$ cat config.mk
export PLATFORM = sky130hd
export DESIGN_NAME = ccff_bitstream_loader
export DESIGN_NICKNAME = d
export VERILOG_FILES = /design/src/rtl/ccff_bitstream_loader_pkg.sv /design/src/rtl/ccff_crc8_serial.sv /design/src/rtl/ccff_bitstream_loader.sv
export SDC_FILE = /design/constraint.sdc
export NUM_CORES = 1
export LEC_CHECK = 0
export ABC_AREA = 1
export CELL_PAD_IN_SITES_DETAIL_PLACEMENT = 0
export CELL_PAD_IN_SITES_GLOBAL_PLACEMENT = 2
export CORE_ASPECT_RATIO = 1.1
export CORE_MARGIN = 5
export CORE_UTILIZATION = 34
export CTS_BUF_LIST = sky130_fd_sc_hd__clkbuf_4
export DETAILED_ROUTE_END_ITERATION = 8
export HOLD_SLACK_MARGIN = 0.08
export PLACE_DENSITY = 0.95
export RECOVER_POWER = 25
export SLEW_MARGIN = 40
export SYNTH_ARGS = -nofsm -noshare
export SYNTH_HDL_FRONTEND = slang
export SYNTH_SLANG_ARGS = --single-unit
$ cat constraint.sdc
create_clock -name prog_clk -period 5.43 [get_ports prog_clk]
set_clock_uncertainty 0.1 [all_clocks]
set_input_delay 0.543 -clock prog_clk [delete_from_list [all_inputs] [get_ports prog_clk]]
set_output_delay 0.543 -clock prog_clk [all_outputs]
set_load 0.02 [all_outputs]
$ cat src/rtl/ccff_bitstream_loader_pkg.sv
// -----------------------------------------------------------------------------
// ccff_bitstream_loader_pkg
// Shared definitions for the configuration-chain bitstream loader:
//   - ccff_state_e      : loader FSM state encoding (also driven on dbg_state)
//   - CRC8_POLY         : CRC-8 polynomial for the optional tail read-back
//   - DEFAULT_CHAIN_LEN : default chain length (4 mux memories x 3 bits)
//   - DEFAULT_DATA_W    : default bitstream word width
//   - crc8_step()       : one MSB-first bitwise CRC-8 update
// -----------------------------------------------------------------------------
package ccff_bitstream_loader_pkg;

  typedef enum logic [1:0] {
    ST_IDLE  = 2'd0,
    ST_LOAD  = 2'd1,
    ST_SHIFT = 2'd2,
    ST_DONE  = 2'd3
  } ccff_state_e;

  localparam logic [7:0] CRC8_POLY         = 8'h07;
  localparam int         DEFAULT_CHAIN_LEN = 12;
  localparam int         DEFAULT_DATA_W    = 8;

  // Feedback is the outgoing MSB XORed with the incoming bit.
  function automatic logic [7:0] crc8_step(input logic [7:0] crc, input logic bit_in);
    logic fb;
    fb = crc[7] ^ bit_in;
    return {crc[6:0], 1'b0} ^ (fb ? CRC8_POLY : 8'h00);
  endfunction

endpackage

$ cat src/rtl/ccff_crc8_serial.sv
// -----------------------------------------------------------------------------
// ccff_crc8_serial
// Serial CRC-8 (init 0x00, MSB-first) over one bit per enabled clock.
// Ports:
//   clk     : clock, rising edge
//   rst     : asynchronous active-high reset, clears the CRC
//   en      : fold bit_in into the CRC on this edge
//   clr     : synchronous clear to 0x00 (takes priority over en)
//   bit_in  : serial data bit
//   crc     : current CRC value
// -----------------------------------------------------------------------------
module ccff_crc8_serial
  import ccff_bitstream_loader_pkg::*;
(
  input  logic       clk,
  input  logic       rst,
  input  logic       en,
  input  logic       clr,
  input  logic       bit_in,
  output logic [7:0] crc
);

  logic [7:0] crc_d;
  logic [7:0] crc_q;

  always_comb begin
    crc_d = crc_q;
    if (clr) begin
      crc_d = 8'h00;
    end else if (en) begin
      crc_d = crc8_step(crc_q, bit_in);
    end
  end

  always_ff @(posedge clk or posedge rst) begin
    if (rst) begin
      crc_q <= 8'h00;
    end else begin
      crc_q <= crc_d;
    end
  end

  assign crc = crc_q;

endmodule

$ cat src/rtl/ccff_bitstream_loader.sv
// -----------------------------------------------------------------------------
// ccff_bitstream_loader
// Streams bitstream words MSB-first into a serial configuration chain.
// Optional feature macro: CCFF_LOADER_READBACK_CRC_EN adds a CRC-8 over the
// bits returned on ccff_tail (output rb_crc).
// Ports:
//   prog_clk   : clock, rising edge
//   prog_reset : asynchronous active-high reset
//   start      : begins a load (only honoured in IDLE or DONE)
//   s_data     : bitstream word, MSB shifted first
//   s_valid    : word offered
//   s_ready    : word accepted on an edge with s_valid (high only in LOAD)
//   ccff_head  : serial bit to the chain head (0 outside SHIFT)
//   shift_en   : chain capture enable (high only in SHIFT)
//   ccff_tail  : serial bit from the chain tail (used only for read-back CRC)
//   busy       : high in LOAD or SHIFT
//   done       : high in DONE
//   dbg_state  : current FSM state
//   rb_crc     : read-back CRC-8 (only with CCFF_LOADER_READBACK_CRC_EN)
// Handshake: a word transfers on a rising edge where s_valid and s_ready are
// both high; s_valid is never consumed while s_ready is low, and s_data only
// has to be stable on the transfer edge.
// -----------------------------------------------------------------------------
module ccff_bitstream_loader
  import ccff_bitstream_loader_pkg::*;
#(
  parameter int CHAIN_LEN = DEFAULT_CHAIN_LEN,
  parameter int DATA_W    = DEFAULT_DATA_W
)
(
  input  logic              prog_clk,
  input  logic              prog_reset,
  input  logic              start,
  input  logic [DATA_W-1:0] s_data,
  input  logic              s_valid,
  output logic              s_ready,
  output logic              ccff_head,
  output logic              shift_en,
  input  logic              ccff_tail,
  output logic              busy,
  output logic              done,
  output ccff_state_e       dbg_state
`ifdef CCFF_LOADER_READBACK_CRC_EN
  ,
  output logic [7:0]        rb_crc
`endif
);

  // Bit counter holds values 0..CHAIN_LEN; word counter holds 0..DATA_W-1.
  localparam int CNT_W = $clog2(CHAIN_LEN + 1);
  localparam int WB_W  = (DATA_W > 1) ? $clog2(DATA_W) : 1;

  localparam logic [CNT_W-1:0] LAST_BIT      = CNT_W'(CHAIN_LEN - 1);
  localparam logic [WB_W-1:0]  LAST_WORD_BIT = WB_W'(DATA_W - 1);

  ccff_state_e       state_d,     state_q;
  logic [DATA_W-1:0] sreg_d,      sreg_q;
  logic [CNT_W-1:0]  bit_cnt_d,   bit_cnt_q;
  logic [WB_W-1:0]   word_bit_d,  word_bit_q;
  logic              s_ready_d,   s_ready_q;
  logic              shift_en_d,  shift_en_q;
  logic              ccff_head_d, ccff_head_q;
  logic              busy_d,      busy_q;
  logic              done_d,      done_q;
  logic              load_start;

  assign load_start = start && ((state_q == ST_IDLE) || (state_q == ST_DONE));

  always_comb begin
    state_d    = state_q;
    sreg_d     = sreg_q;
    bit_cnt_d  = bit_cnt_q;
    word_bit_d = word_bit_q;
    case (state_q)
      ST_IDLE, ST_DONE: begin
        if (start) begin
          state_d    = ST_LOAD;
          bit_cnt_d  = '0;
          word_bit_d = '0;
        end
      end
      ST_LOAD: begin
        if (s_valid) begin
          sreg_d     = s_data;
          word_bit_d = '0;
          state_d    = ST_SHIFT;
        end
      end
      ST_SHIFT: begin
        sreg_d     = sreg_q << 1;
        bit_cnt_d  = bit_cnt_q + 1'b1;
        word_bit_d = word_bit_q + 1'b1;
        // Chain end wins over word end: leftover low bits are dropped.
        if (bit_cnt_q == LAST_BIT) begin
          state_d = ST_DONE;
        end else if (word_bit_q == LAST_WORD_BIT) begin
          state_d = ST_LOAD;
        end
      end
      default: state_d = ST_IDLE;
    endcase

    // Outputs are decoded from the next state so they leave flops directly.
    s_ready_d   = (state_d == ST_LOAD);
    shift_en_d  = (state_d == ST_SHIFT);
    ccff_head_d = shift_en_d ? sreg_d[DATA_W-1] : 1'b0;
    busy_d      = (state_d == ST_LOAD) || (state_d == ST_SHIFT);
    done_d      = (state_d == ST_DONE);
  end

  always_ff @(posedge prog_clk or posedge prog_reset) begin
    if (prog_reset) begin
      state_q     <= ST_IDLE;
      sreg_q      <= '0;
      bit_cnt_q   <= '0;
      word_bit_q  <= '0;
      s_ready_q   <= 1'b0;
      shift_en_q  <= 1'b0;
      ccff_head_q <= 1'b0;
      busy_q      <= 1'b0;
      done_q      <= 1'b0;
    end else begin
      state_q     <= state_d;
      sreg_q      <= sreg_d;
      bit_cnt_q   <= bit_cnt_d;
      word_bit_q  <= word_bit_d;
      s_ready_q   <= s_ready_d;
      shift_en_q  <= shift_en_d;
      ccff_head_q <= ccff_head_d;
      busy_q      <= busy_d;
      done_q      <= done_d;
    end
  end

  assign s_ready   = s_ready_q;
  assign shift_en  = shift_en_q;
  assign ccff_head = ccff_head_q;
  assign busy      = busy_q;
  assign done      = done_q;
  assign dbg_state = state_q;

`ifdef CCFF_LOADER_READBACK_CRC_EN
  // The tail bit is sampled on the same edge the chain captures ccff_head.
  ccff_crc8_serial u_crc (
    .clk    (prog_clk),
    .rst    (prog_reset),
    .en     (shift_en_q),
    .clr    (load_start),
    .bit_in (ccff_tail),
    .crc    (rb_crc)
  );
`else
  logic unused_readback;
  assign unused_readback = ccff_tail ^ load_start;
`endif

endmodule
Yosys cells after proc, flatten, opt, wreduce, memory -nomap -nowiden
Index checks and enable logic that the tools add are counted.
{"block": "totals", "regBits": 22, "input_bits": 13, "out_inout_bits": 7}
{"block": "op_classes", "addsub": 2, "n_eq_ne": 10, "muxes": 13, "n_reduce_logical": 8}
{"cell": "8-bit one-hot mux with 2 select lines", "count": 1}
{"cell": "3-bit one-hot mux with 3 select lines", "count": 1}
{"cell": "2-bit equality test (second input constant)", "count": 4}
{"cell": "2-bit 2-to-1 mux", "count": 4}
{"cell": "8-bit 2-to-1 mux", "count": 1}
{"cell": "4-bit one-hot mux with 2 select lines", "count": 1}
{"cell": "3-bit 2-to-1 mux", "count": 2}
{"cell": "2-bit one-hot mux with 3 select lines", "count": 1}
{"cell": "2-bit AND reduction", "count": 3}
{"cell": "4-bit by 1-bit adder with 4-bit output (second input constant)", "count": 1}
{"cell": "2-bit by 1-bit equality test with 1-bit output (second input constant)", "count": 2}
{"cell": "4-bit equality test (second input constant)", "count": 1}
{"cell": "4-bit 2-to-1 mux", "count": 1}
{"cell": "2-bit inequality test (second input constant)", "count": 2}
{"cell": "2-bit nonzero test", "count": 2}
{"cell": "3-bit by 1-bit adder with 3-bit output (second input constant)", "count": 1}
{"cell": "3-bit equality test (second input constant)", "count": 1}
{"cell": "2-bit logical NOT", "count": 1}
{"cell": "2-bit OR reduction", "count": 1}
{"cell": "1-bit logical OR", "count": 1}
{"cell": "1-bit 2-to-1 mux", "count": 1}

Longest topological paths before layout
Gate-level depths: netlist (run 1).
{"block": "depth", "word_depth": 6, "depth_mapped": 11, "depth_no_buf": 11}

Worst setup path before layout (run 1)
No wires, ideal clock.
{"block": "synth_path", "path_kind": "register to register", "from": "reg state_q[0], in the netlist dbg_state[0]", "to": "reg ccff_head_q, in the netlist ccff_head", "setup_ps": 122, "arrival_time_ps": 1679, "t_required_ps": 5208, "setup_slack_ps": 3529, "path_stages_with_launch": 10, "n_path_buf": 0, "synth_period_minus_slack_ps": 1901, "cell_sequence": "dfrtp_1 inv_1 ha_1 inv_2 nand2_4 o21ai_0 nand2_1 inv_1 ha_1 a21boi_2"}
{"block": "synth_between", "elab_chain_cells": 5, "word_cells_on_any_way": 13}
{"item": "start: declaration", "line": "ccff_bitstream_loader.sv:56", "source": "ccff_state_e state_d, state_q;"}
{"item": "start signal: assignment", "line": "ccff_bitstream_loader.sv:123", "source": "state_q <= state_d;"}
{"item": "2-bit equality test (tied with other cells)", "line": "ccff_bitstream_loader.sv:74", "source": "case (state_q)"}
{"item": "2-bit OR reduction or 2-bit 2-to-1 mux (tied branches)", "line": "ccff_bitstream_loader.sv:74, ccff_bitstream_loader.sv:94"}
{"item": "2-bit one-hot mux with 3 select lines (*)", "line": "ccff_bitstream_loader.sv:74"}
{"item": "via state_d[0]", "line": "ccff_bitstream_loader.sv:56"}
{"item": "2-bit equality test (*)", "line": "ccff_bitstream_loader.sv:105", "source": "shift_en_d = (state_d == ST_SHIFT);"}
{"item": "via shift_en_d", "line": "ccff_bitstream_loader.sv:61", "source": "logic shift_en_d, shift_en_q;"}
{"item": "1-bit 2-to-1 mux (*)", "line": "ccff_bitstream_loader.sv:106", "source": "ccff_head_d = shift_en_d ? sreg_d[DATA_W-1] : 1'b0;"}
{"item": "via ccff_head_d", "line": "ccff_bitstream_loader.sv:62", "source": "logic ccff_head_d, ccff_head_q;"}
{"item": "end signal: assignment", "line": "ccff_bitstream_loader.sv:129", "source": "ccff_head_q <= ccff_head_d;"}
{"item": "end: declaration", "line": "ccff_bitstream_loader.sv:62"}
Mark *: on every way through the listed nets, which the timed path passes. The rest lies on a longest branch.
A chain may end at the register's enable or synchronous reset.

Worst setup path after layout (run 1)
Ends and elaborated chain as after synthesis.

==> results of run 1 <==
cell type report:
cell class	count	area, um2	share of cell area [%]
inverter	15	56.3	4.17
clock inverter	1	30.0	2.23
timing repair buffer	18	180	13.4
clock buffer	3	22.5	1.67
tap	34	42.5	3.15
multi-input combinational	89	467	34.6
sequential	22	551	40.8
final timing paths:
check / end / depth (start not counted)
hold / removal: word_bit_q[1]$_DFFE_PP0P_ / 2
setup / recovery: ccff_head$_DFF_PP0_ / 9
min in group asynchronous: bit_cnt_q[0]$_DFFE_PP0P_ / 2
hold reg to reg: word_bit_q[1]$_DFFE_PP0P_ / 2
max in group asynchronous: sreg_q[1]$_DFFE_PP0P_ / 2
setup reg to reg: ccff_head$_DFF_PP0_ / 9
power by group:
group	switching (mW)	internal (mW)
registers	0.0322	0.222
logic	0.187	0.117
clock network	0.0516	0.0746
per-stage QoR:
step | utilization [%] | worst slack (ps) | cell area (um2) | hold WS (ps) | power (mW)
global route | 44.3 | 3070 | 1350 | 424 | 0.746
CTS | 44.3 | 3250 | 1350 | 401 | 0.694
detailed placement | 42.5 | 3220 | 1300 | 369 | 0.566
floorplan | - | 3530 | 1080 | 342 | 0.468
finish | 44.3 | 3280 | 1350 | 405 | 0.683
global placement | 42.5 | 3240 | 1300 | 360 | 0.558
sequential cells by signal, indices dropped and copies added (netlist names):
name and count:
s_ready 1, word_bit_q 3, ccff_head 1, dbg_state 2, bit_cnt_q 4, busy 1, done 1, shift_en 1
sreg_q 8
cells in the final DEF, fill, tap and decap left out:
master            n
a21boi_2          1
a21oi_1          15
bufinv_16         1
clkbuf_4          3
clkdlybuf4s50_1  17
dfrtp_1          22
dlygate4sd3_1     1
ha_1              8
inv_1            12
inv_2             3
nand2_1          40
nand2_4           1
nand3_1           7
nor2_1           10
o21ai_0           5
o21ai_1           1
o21ai_4           1
worst max-delay path, stage by stage (launching register included):
cell,delay (ps)
dfrtp_1,440
inv_1,80
ha_1,480
inv_2,110
o21ai_4,220
nand2_1,90
nand2_1,130
inv_1,60
ha_1,210
a21boi_2,150
metal layers:
layer	share of wire (%)	wire length [um]	vias up	GRT usage, %
li1	-	-	444	-
met3	3.4	69	2	1.95
met5	0	0	-	0
met1	48	987	393	13.2
met4	0.58	12	0	3.70
met2	48	986	15	16.1
kinds of logic after synthesis:
family | synth area share (%)
AOI/OAI and AO/OA | 12.3
adders and majority gates | 9.28
buffers and inverters | 5.68
DFF | 51.0
and+or+nand+nor | 21.7
==> summary.md, run 1 <==
| Metric | Value |
|---|---|
| Peak VDD IR | `0.000295 V` |
| Critical path class | `reg -> reg` |
| Lkg Pwr | `0.674 nW` |
| Initial Util | `35.4%` |
| Post-Syn Nets | `148` |
| Post-Layout Cell Count | `182` |
| HPWL Detailed | `1.56 mm` |
| Pin count of the biggest net entering global routing | `23` |
| # IOs | `20` |
| Core area | `3050 um2` |
| Die area | `4400 um2` |
| Filler Cell Count | `317` |
| Slew @ Worst Pin | `852 ps` |
| Final Hold Fails | `0` |
| Area Growth Syn to Fin | `25.1%` |
| Initial antenna violation count | `0` |
| Top FF cell, synth | `dfrtp_1` |
| Max Clock Freq | `0.466 GHz` |
| Crit path time final | `2150 ps` |
| Post-synth top area cell | `dfrtp_1` |
| CP startpoint | `dbg_state[0]$_DFF_PP0_` |
| Worst r2r src | `dbg_state[0]$_DFF_PP0_` |
| Drt drc | `0` |
| Mapped cell area | `1080 um2` |
| Top cell type's share of synthesized area | `51.0%` |
| CTS tree | `yes` |
| Slew HR | `43.1%` |
| Post-synth ARST share | `100%` |
| Critical path arrival | `2270 ps` |
| Hold buffer count at cts | `0` |
| Vias in the first global route | `901` |
| Max cap viols | `0` |
| RSZ-0062 raised after global routing | `no` |
| Status | `finished clean` |
| Post-synth EDFFs | `0` |
| Distinct cells, synth | `14` |
| Pwr/cell area | `507 nW/um2` |
| Dpl cells | `178` |
| Clock latency on the worst-skew pair | `310 ps` |
| Share of cells above drive strength 1 | `6.76%` |
| Post-route ant nets | `0` |
| Chip height | `69.1 um` |
| Post-CTS resize count | `0` |
| Setup tns final | `0 ps` |
| Root buffer cell | `clkbuf_4` |
| CP Max Fanout | `15` |
| Antenna fix cells | `0` |
| Class of the worst hold path | `reg -> reg` |
| Post-CTS Setup Bufs | `0` |
| Reg2Reg Setup Slack | `3280 ps` |
| Synth area leaders | `dfrtp_1, nand2_1, ha_1` |
| Final period util | `39.5%` |
| Crit end category | `register` |
| GP Congestion | `0.698` |
| Yosys reg bits | `22` |
| Detailed Routing Iterations Pass 1 | `4` |
| Vias | `854` |
| Num CTS Buffers | `3` |
| Clock Path Buffers | `2` |
| Core Rows | `21` |
| Global route overflow | `0` |
| First-pass GRT wire length | `3.73 mm` |
| Reg clk slew, reported paths | `140 ps` |
| Via-to-Cell Ratio | `4.69` |
| Port Buffers | `18` |
| # nets final | `170` |
| Synth warn | `0` |
| Share of the yosys chip area belonging to registers | `51.0%` |
| CTS Sinks | `22` |
| Routed wire length | `2.06 mm` |
| Top cell types by occurrence after synthesis | `nand2_1, dfrtp_1, a21oi_1, inv_1, nor2_1` |
| Worst Min Path Start | `word_bit_q[1]$_DFFE_PP0P_` |
| Startpoint class of the critical path | `register` |
| Mapped Avg Cell Area | `8.49 um2` |
| Htree depth | `1` |
| WP data required | `5550 ps` |
| Initial DRC count | `48` |
| Max-slew violation count | `0` |
| Die width | `63.7 um` |
| Most frequent cell after synthesis | `nand2_1` |
| Setup-failing EPs final | `0` |
| Mapped Cells | `127` |
| Gr usage total | `10.0%` |
| Wire per inst | `11.3 um` |
Note: power is estimated with default switching activity, not from simulation.
==> run 2, diff against run 1 <==
--- a/config.mk
+++ b/config.mk
@@ -10,11 +10,11 @@
 export CELL_PAD_IN_SITES_GLOBAL_PLACEMENT = 2
 export CORE_ASPECT_RATIO = 1.1
 export CORE_MARGIN = 5
-export CORE_UTILIZATION = 34
+export CORE_UTILIZATION = 31
 export CTS_BUF_LIST = sky130_fd_sc_hd__clkbuf_4
 export DETAILED_ROUTE_END_ITERATION = 8
 export HOLD_SLACK_MARGIN = 0.08
-export PLACE_DENSITY = 0.95
+export PLACE_DENSITY = 0.91
 export RECOVER_POWER = 25
 export SLEW_MARGIN = 40
 export SYNTH_ARGS = -nofsm -noshare
==> constraint.sdc (replaced) <==
create_clock -name prog_clk -period 2.22 [get_ports prog_clk]
set_clock_uncertainty 0.1 [all_clocks]
set_input_delay 0.222 -clock prog_clk [delete_from_list [all_inputs] [get_ports prog_clk]]
set_output_delay 0.222 -clock prog_clk [all_outputs]
set_load 0.02 [all_outputs]
==> run 2 against run 1 <==
Compared with the run above: worst setup slack worse by 3100 ps; critical path depth unchanged; hold slack worse by 51 ps; clock-buffer cell count unchanged; power up 130%; clock power up 46%; die area up 8.2%; utilization down 4.0 points; global-route usage up 0.20 points; fmax up 7.4%; largest cell class unchanged.
==> summary.md, run 2 (same netlist as run 1, synthesis figures left out) <==
| Metric | Value |
|---|---|
| Total Power | `1.56 mW (was 0.683 mW)` |
| Slew @ Worst Pin | `1200 ps (was 852 ps)` |
| Setup tns final | `0 ps (unchanged)` |
| Routed wire length | `2.16 mm (was 2.06 mm)` |
| Slew HR | `20.3% (was 43.1%)` |
| Crit-path max cell delay | `420 ps (was 480 ps)` |
| Critical path depth in cells | `9 (unchanged)` |
| # IOs | `20 (unchanged)` |
| Hold path depth | `3 (was 2)` |
| Critical path class | `reg -> reg (unchanged)` |
| HPWL Detailed | `1.62 mm (was 1.56 mm)` |
| Startpoint class of the critical path | `register (unchanged)` |
| Via-to-Cell Ratio | `4.33 (was 4.69)` |
| Chip height | `71.9 um (was 69.1 um)` |
| Crit-path slowest cell | `dfrtp_1 (was ha_1)` |
| Drt drc | `0 (unchanged)` |
| Share of cells above drive strength 1 | `6.67% (was 6.76%)` |
| Post-Place Worst Slack | `245 ps (was 3220 ps)` |
| Clock latency on the worst-skew pair | `300 ps (was 310 ps)` |
| Max FFs per register | `8 (unchanged)` |
| Peak VDD IR | `0.000462 V (was 0.000295 V)` |
| Clock Path Buffers | `2 (unchanged)` |
| Commonest non-fill, non-tap cell in the layout | `nand2_1 (unchanged)` |
| Crit end category | `register (unchanged)` |
| Dpl cell area | `1330 um2 (was 1300 um2)` |
| Final period util | `90.0% (was 39.5%)` |
| Class of the worst hold path | `in -> reg (was reg -> reg)` |
| Setup ws final | `221 ps (was 3280 ps)` |
| Global route overflow | `0 (unchanged)` |
| Post-CTS resize count | `0 (unchanged)` |
| WHS | `355 ps (was 405 ps)` |
| # nets final | `172 (was 170)` |
| Critical path, cell by cell | `inv_1, ha_1, inv_2, nand2_4, o21ai_0, nand2_1, inv_1, ha_1, a21boi_2 (was inv_1, ha_1, inv_2, o21ai_4, nand2_1, nand2_1, inv_1, ha_1, a21boi_2)` |
| Largest registers | `sreg_q (8), bit_cnt_q (4), word_bit_q (3) (unchanged)` |
| Core Rows | `22 (was 21)` |
| Reg2Reg Depth | `9 (unchanged)` |
| CP Buf/Inv Count | `3 (unchanged)` |
| Vias | `858 (was 854)` |
| Htree depth | `1 (unchanged)` |
| Wire per inst | `10.9 um (was 11.3 um)` |
| Most flop-heavy register | `sreg_q (unchanged)` |
| Highest metal used | `met4 (unchanged)` |
| Root buffer cell | `clkbuf_4 (unchanged)` |
| CTS tree | `yes (unchanged)` |
| WP data required | `2360 ps (was 5550 ps)` |
| CTS Sinks | `22 (unchanged)` |
| Final Hold Fails | `0 (unchanged)` |
| Max-slew violation count | `0 (unchanged)` |
| Num CTS Buffers | `3 (unchanged)` |
| Crit path time final | `2000 ps (was 2150 ps)` |
| Vias in the first global route | `889 (was 901)` |
| Initial DRC count | `39 (was 48)` |
| Critical path arrival | `2140 ps (was 2270 ps)` |
| CP Max Fanout | `10 (was 15)` |
| Status | `finished clean (unchanged)` |
| Most frequent cells in the layout | `nand2_1, dfrtp_1, clkdlybuf4s50_1 (unchanged)` |
| First-pass GRT wire length | `3.84 mm (was 3.73 mm)` |
| Hold buffer count at cts | `0 (unchanged)` |
| Final core occ | `40.2% (was 44.3%)` |
| Critical path's top delay family | `adder cells (unchanged)` |
| Post-route ant nets | `0 (unchanged)` |
| Port Buffers | `18 (unchanged)` |
| Antenna fix cells | `0 (unchanged)` |
| Met2 wire length | `1.09 mm (was 986 um)` |
| RSZ-0062 raised after global routing | `no (unchanged)` |
| GP Congestion | `0.762 (was 0.698)` |
| Core area | `3360 um2 (was 3050 um2)` |
| Max Clock Freq | `0.500 GHz (was 0.466 GHz)` |
| Setup-failing EPs final | `0 (unchanged)` |
| Lkg Pwr | `0.668 nW (was 0.674 nW)` |
| Die width | `66.2 um (was 63.7 um)` |
| Initial Util | `32.1% (was 35.4%)` |
| Pin count of the biggest net entering global routing | `23 (unchanged)` |
| Gr usage total | `10.2% (was 10.0%)` |
| Max cap viols | `0 (unchanged)` |
| Reg clk slew, reported paths | `120 ps (was 140 ps)` |
| Met1 wire length | `1.01 mm (was 987 um)` |
| Post-CTS Setup Bufs | `0 (unchanged)` |
| Dpl cells | `194 (was 178)` |
| Pwr/cell area | `1150 nW/um2 (was 507 nW/um2)` |
| Post-Layout Cell Count | `198 (was 182)` |
| Die area | `4760 um2 (was 4400 um2)` |
| Area Growth Syn to Fin | `25.3% (was 25.1%)` |
| Post-route cell area | `1350 um2 (about the same)` |
| Met3 WL | `50 um (was 69 um)` |
| Detailed Routing Iterations Pass 1 | `4 (unchanged)` |
| Initial antenna violation count | `0 (unchanged)` |
run 2: power by group:
| group | internal, mW | switching, mW | total [mW] |
|---|---|---|---|
| Sequential | 0.542 | 0.0799 | 0.622 |
| Clock | 0.0655 | 0.119 | 0.184 |
| Combinational | 0.288 | 0.465 | 0.754 |
run 2: area by class of cell:
| type | instances | area [um2] |
|---|---|---|
| fillers | 377 | 2010 |
| flip-flops and latches | 22 | 551 |
| multi-input cells | 89 | 467 |
| repair buffers | 20 | 191 |
| well taps | 48 | 60.1 |
| inverters | 15 | 56.3 |
| clock buffers | 3 | 22.5 |
| clock inverters | 1 | 3.75 |
run 2: layer usage:
metal  track usage (%)  vias to the layer above
li1                  -                      450
met3              2.35                        2
met4              3.39                        0
met1              12.6                      394
met2              17.4                       12
met5                 0                        -
run 2: final timing paths:
check                                       startpoint                       end  slack [ps]
worst min-delay path                         s_data[1]     sreg_q[1]$_DFFE_PP0P_         350
worst min register to register   sreg_q[0]$_DFFE_PP0P_     sreg_q[0]$_DFFE_PP0P_         410
worst max-delay path            dbg_state[0]$_DFF_PP0_       ccff_head$_DFF_PP0_         220
max in group asynchronous                   prog_reset  bit_cnt_q[0]$_DFFE_PP0P_         680
min in group asynchronous                   prog_reset    dbg_state[0]$_DFF_PP0_         630
worst max register to register  dbg_state[0]$_DFF_PP0_       ccff_head$_DFF_PP0_         220
run 2: worst register-to-register path, stage by stage, from the launching register on:
cell and delay (ps):
dfrtp_1 420, inv_1 60, ha_1 370, inv_2 160, nand2_4 110, o21ai_0 160, nand2_1 140, inv_1 80
ha_1 170, a21boi_2 160
==> run 3, diff against run 2 <==
--- a/config.mk
+++ b/config.mk
@@ -16,6 +16,7 @@
 export HOLD_SLACK_MARGIN = 0.08
 export PLACE_DENSITY = 0.91
 export RECOVER_POWER = 25
+export SKIP_CTS_REPAIR_TIMING = 1
 export SLEW_MARGIN = 40
 export SYNTH_ARGS = -nofsm -noshare
 export SYNTH_HDL_FRONTEND = slang
==> results of run 3 <==
Same layout as run 2: the final DEF is identical, and so are final timing and power.
